==> config.mk <==
export PLATFORM = sky130hd
export DESIGN_NAME = latent_dense_decoder
export DESIGN_NICKNAME = d
export VERILOG_FILES = /design/src/rtl/latent_dense_decoder.sv
export SDC_FILE = /design/constraint.sdc
export NUM_CORES = 1
export LEC_CHECK = 0
export ABC_AREA = 0
export CELL_PAD_IN_SITES_DETAIL_PLACEMENT = 1
export CELL_PAD_IN_SITES_GLOBAL_PLACEMENT = 1
export CORE_MARGIN = 4
export CORE_UTILIZATION = 46
export DETAILED_ROUTE_END_ITERATION = 7
export PLACE_DENSITY = 0.77
export SLEW_MARGIN = 20
export SYNTH_ARGS = -nofsm -noshare
export SYNTH_HDL_FRONTEND = slang
export SYNTH_SLANG_ARGS = --single-unit
==> constraint.sdc <==
create_clock -name clk -period 9.9 [get_ports clk]
set_input_delay 2.475 -clock clk [delete_from_list [all_inputs] [get_ports clk]]
set_output_delay 2.475 -clock clk [all_outputs]
set_load 0.005 [all_outputs]
==> src/rtl/latent_dense_decoder.sv <==
// Dense decoder layer y[j] = act(sum_k z[k]*W[j][k] + b[j]) on one shared multiplier.
// Q(BITSIZE-FRAC-1).FRAC signed arithmetic with saturation and optional ReLU.
`default_nettype none

module latent_dense_decoder #(
  parameter int N_INPUT  = 2,
  parameter int M_OUTPUT = 4,
  parameter int BITSIZE  = 16,
  parameter int FRAC     = 11,
  parameter int RELU     = 1
) (
  input  logic                            clk,
  input  logic                            rst,
  input  logic                            in_valid,
  output logic                            in_ready,
  input  logic [N_INPUT*BITSIZE-1:0]          z,
  input  logic [N_INPUT*M_OUTPUT*BITSIZE-1:0] weights,
  input  logic [M_OUTPUT*BITSIZE-1:0]         bias,
  output logic                            out_valid,
  input  logic                            out_ready,
  output logic [M_OUTPUT*BITSIZE-1:0]     y,
  output logic                            busy
);

  localparam int KW = (N_INPUT > 1) ? $clog2(N_INPUT) : 1;
  localparam int JW = (M_OUTPUT > 1) ? $clog2(M_OUTPUT) : 1;
  localparam int PW = 2 * BITSIZE;
  localparam int AW = 2 * BITSIZE + $clog2(N_INPUT) + 2;
  localparam logic [KW-1:0] K_LAST = KW'(N_INPUT - 1);
  localparam logic [JW-1:0] J_LAST = JW'(M_OUTPUT - 1);

  typedef enum logic [1:0] {
    IDLE = 2'd0,
    MAC  = 2'd1,
    FIN  = 2'd2,
    OUT  = 2'd3
  } state_t;

  state_t state, state_next;

  logic signed [BITSIZE-1:0] z_reg [N_INPUT];
  logic signed [BITSIZE-1:0] w_reg [M_OUTPUT][N_INPUT];
  logic signed [BITSIZE-1:0] b_reg [M_OUTPUT];
  logic signed [BITSIZE-1:0] y_reg [M_OUTPUT];
  logic [KW-1:0]             k;
  logic [JW-1:0]             j;
  logic signed [AW-1:0]      acc;

  logic signed [PW-1:0]      prod;
  logic signed [AW-1:0]      shifted;
  logic signed [BITSIZE-1:0] sat_val;
  logic signed [BITSIZE-1:0] result;
  logic                      overflow;

  always_comb begin
    prod     = z_reg[k] * w_reg[j][k];
    // Bias is aligned to the product scale (2*FRAC) before the single final shift.
    shifted  = (acc + (AW'(b_reg[j]) <<< FRAC)) >>> FRAC;
    overflow = !((&shifted[AW-1:BITSIZE-1]) || !(|shifted[AW-1:BITSIZE-1]));
    sat_val  = shifted[AW-1] ? {1'b1, {(BITSIZE-1){1'b0}}} : {1'b0, {(BITSIZE-1){1'b1}}};
    result   = overflow ? sat_val : shifted[BITSIZE-1:0];
    if ((RELU != 0) && result[BITSIZE-1]) begin
      result = '0;
    end
  end

  always_ff @(posedge clk or negedge rst) begin
    if (!rst) begin
      state <= IDLE;
    end else begin
      state <= state_next;
    end
  end

  always_comb begin
    state_next = state;
    case (state)
      IDLE:    if (in_valid) state_next = MAC;
      MAC:     if (k == K_LAST) state_next = FIN;
      FIN:     state_next = (j == J_LAST) ? OUT : MAC;
      OUT:     if (out_ready) state_next = IDLE;
      default: state_next = IDLE;
    endcase
  end

  always_ff @(posedge clk or negedge rst) begin
    if (!rst) begin
      k   <= '0;
      j   <= '0;
      acc <= '0;
      for (int kk = 0; kk < N_INPUT; kk++) z_reg[kk] <= '0;
      for (int jj = 0; jj < M_OUTPUT; jj++) begin
        b_reg[jj] <= '0;
        y_reg[jj] <= '0;
        for (int kk = 0; kk < N_INPUT; kk++) w_reg[jj][kk] <= '0;
      end
    end else begin
      case (state)
        IDLE: begin
          if (in_valid) begin
            k   <= '0;
            j   <= '0;
            acc <= '0;
            for (int kk = 0; kk < N_INPUT; kk++) z_reg[kk] <= z[kk*BITSIZE +: BITSIZE];
            for (int jj = 0; jj < M_OUTPUT; jj++) begin
              b_reg[jj] <= bias[jj*BITSIZE +: BITSIZE];
              for (int kk = 0; kk < N_INPUT; kk++) begin
                w_reg[jj][kk] <= weights[(jj*N_INPUT+kk)*BITSIZE +: BITSIZE];
              end
            end
          end
        end
        MAC: begin
          acc <= acc + AW'(prod);
          if (k != K_LAST) k <= k + 1'b1;
        end
        FIN: begin
          y_reg[j] <= result;
          acc      <= '0;
          k        <= '0;
          if (j != J_LAST) j <= j + 1'b1;
        end
        default: ;
      endcase
    end
  end

  for (genvar g = 0; g < M_OUTPUT; g++) begin : g_y
    assign y[g*BITSIZE +: BITSIZE] = y_reg[g];
  end

  assign in_ready  = (state == IDLE);
  assign out_valid = (state == OUT);
  assign busy      = (state != IDLE);

endmodule

`default_nettype wire

==> metrics.cfg <==
[critical_path]
path_class = flop to flop
reg2regPathDepth = 22
max_stage_delay_ps = 910
crit_top_cell = fa_1
end_kind = flop
required_ps = 10330
cp_cell_sequence = inv_2 > nand2_1 > nand2_1 > nand2_1 > inv_1 > fa_1 > fa_1 > fa_1 > fa_1 > fa_1 > inv_1 > fa_1 > inv_1 > ha_1 > a21oi_1 > o21bai_1 > a21oi_1 > nand2_1 > o21ai_0 > o31a_1 > o21ai_0 > a221o_1
worst_r2r_endpoint = acc[33]
slowest_stage = fa_1
critical_path_arrival_ps = 8580
rr_startpoint = k
path_max_fanout = 30
startpoint_type = flop
reg2reg_setup_slack_ps = 1740

[routing]
vias_per_cell = 5.627
drtIter0Drc = 1292
vias = 19280
first_pass_iters = 5
ant_nets = 0
routedWlPerCell_um = 24.85
drc = 0
detail_route.wirelength_mm = 85.14

[yosys]
synth_top_area_share_pct = 30.76
synth_cell_types = 75
postSynthCellCount = 2371
async_reset_ff_share_pct = 100.0
synthesis.area_mm2 = 0.02636
synth-edff-count = 0
yosysSeqAreaShare_pct = 30.76
synth_area_leaders = dfrtp_1 (31%), fa_1 (24%), mux2_2 (10%)
ys_seq_elements = 324
yosys_warnings = 0
ys.flop_type = dfrtp_1
syn_avg_cell_area_um2 = 11.12
yosysTopAreaCell = dfrtp_1

[clock_tree]
clk_latency_ps = 550
cts.sinks = 324
cts.htree.levels = 2
clk_path_buf_depth = 3
cts_hold_buf = 0
cts-buffers-inserted = 36
root_buffer = clkbuf_16
clk_pin_slew_ps = 60
ctsResizeCount = 0
cts_tree = done
cts_setup_buffers = 0

[sta]
rsz0062_at_grt = no
fmax_ghz = 0.1226
fin_crit_ps = 8157
slew-limit-headroom_pct = 20.81
drv_slew = 0
fin_setup_tns_ps = 0
report.final.hold_viol_count = 0
clock_skew_ps = 15.69
setup_viol = 0
worst_pin_slew_ps = 1177
finalCritPeriodShare_pct = 82.39

[layout]
fin_nets = 3307
largest_reg_flops = 128
drive_gt1_share_pct = 15.47
multiInputGateArea_mm2 = 0.01652
final.fill_count = 5965
area_growth_pct = 18.91
register_area_mm2 = 0.008114

[run_status]
run_status = finished clean

[floorplanning]
coreArea_mm2 = 0.05660
die_h_um = 247.4
die_x_um = 247.4
die_area_mm2 = 0.06120
placementRows = 87
initial_core_util_pct = 46.57
io_pins = 295

[global_routing]
antenna_found_initial = 11
grt_start_max_net_pins = 181
grt_pass1_vias = 22480
grt_usage_pct = 28.31
grt_pass1_wl_mm = 132.5
gr-total-overflow = 0

[placement]
hpwl_mm = 67.33
gp_congestion = 0.9421
placement.io_buffers = 290

[job]
max-cap-violations = 0

[min_path]
hold-path-cell-count = 2
hold_class = flop to flop
hold-path-endpoint = y[54]
hold_path_startpoint = y[54]

[area by class of cell]
| cell class | instances | share of cell area (%) |
|---|---|---|
| Multi-Input combinational cell | 1588 | 52.71 |
| Sequential cell | 324 | 25.89 |
| Timing Repair Buffer | 315 | 9.956 |
| Inverter | 372 | 4.455 |
| Clock buffer | 54 | 3.477 |
| Tap cell | 756 | 3.018 |
| Clock inverter | 10 | 0.4391 |
| Antenna cell | 7 | 0.05589 |
[logic make-up after synthesis]
group           after synthesis  synth area share, %
other cells                   1              0.01423
buf+inv                     462                6.754
compound gates              276                7.072
mux                         313                15.30
flops                       324                30.76
simple gates                511                8.866
fa+ha+maj                   442                29.84
xor+xnor                     42                1.396
[worst max path at each step]
stage | end | startpoint | depth (start not counted)
4_1_cts | acc[33] | k | 22
5_1_grt | acc[33] | j[0] | 24
2_1_floorplan | acc[32] | j[0] | 25
3_5_place_dp | acc[33] | k | 22
6_report | acc[33] | k | 22
3_3_place_gp | acc[33] | j[0] | 24
[cells in the mapped netlist, drive strengths merged, types with 4 or more instances]
cell type,count
inv,372
dfrtp,324
fa,311
nand2,254
mux2,240
nor2,148
ha,131
o21ai,109
clkbuf,69
a21oi,50
mux4,48
xnor2,27
mux2i,25
buf,21
a21o,18
nor3,18
nor4,17
xor2,15
and2,14
a211oi,12
nand2b,12
nand3,11
a22o,10
o21a,10
or3,9
o21bai,8
o31ai,7
a211o,6
nor2b,6
or2,6
nand4,5
o22ai,5
a221o,4
a32o,4
and3,4
o211a,4
o211ai,4
[worst max-delay path: cells and delay by family, from the launching register on]
kind,cells,cell delay (ps)
AND/OR/NAND/NOR,4,870
AO/OA/AOI/OAI,7,1670
adder cells (fa/ha/maj),7,3920
flip-flops,1,870
buffers and inverters,4,680
[stage by stage]
step | hold WS [ps] | utilization, % | setup slack [ps] | instances | instance area, µm²
final | 488.9 | 55.37 | 1743 | 3426 | 31340
after global routing | 508.8 | 55.36 | 1315 | 3422 | 31330
after CTS | 488.7 | 55.30 | 1786 | 3419 | 31300
after detailed placement | 480.0 | 53.13 | 1814 | 3355 | 30080
after global placement | 465.5 | 53.11 | 2073 | 3355 | 30060
after floorplan | 456.3 | - | 2272 | 2374 | 26370
[routing by layer]
metal,track usage [%],up-vias,share of wire [%]
met5,0,-,0.054
met4,7.367,8,2.7
met3,5.251,136,5.8
met2,49.00,577,50
met1,36.92,10260,41
li1,-,8303,-
[cells in the final DEF, fill, tap and decap left out, types with 13 or more instances in the layout]
master,count
nor2_1,148
a21o_1,18
ha_1,131
clkbuf_16,37
nand2_1,254
dfrtp_1,321
mux4_2,48
nor3_1,16
o21ai_1,30
clkdlybuf4s50_1,289
xnor2_1,27
inv_1,371
buf_4,23
and2_1,13
mux2_2,234
a21oi_1,50
mux2i_1,23
xor2_1,15
o21ai_0,79
fa_1,311
Power is left out: the tool's default activity adds up to more than one toggle a clock period on the data nets, which glitch-free logic cannot reach.
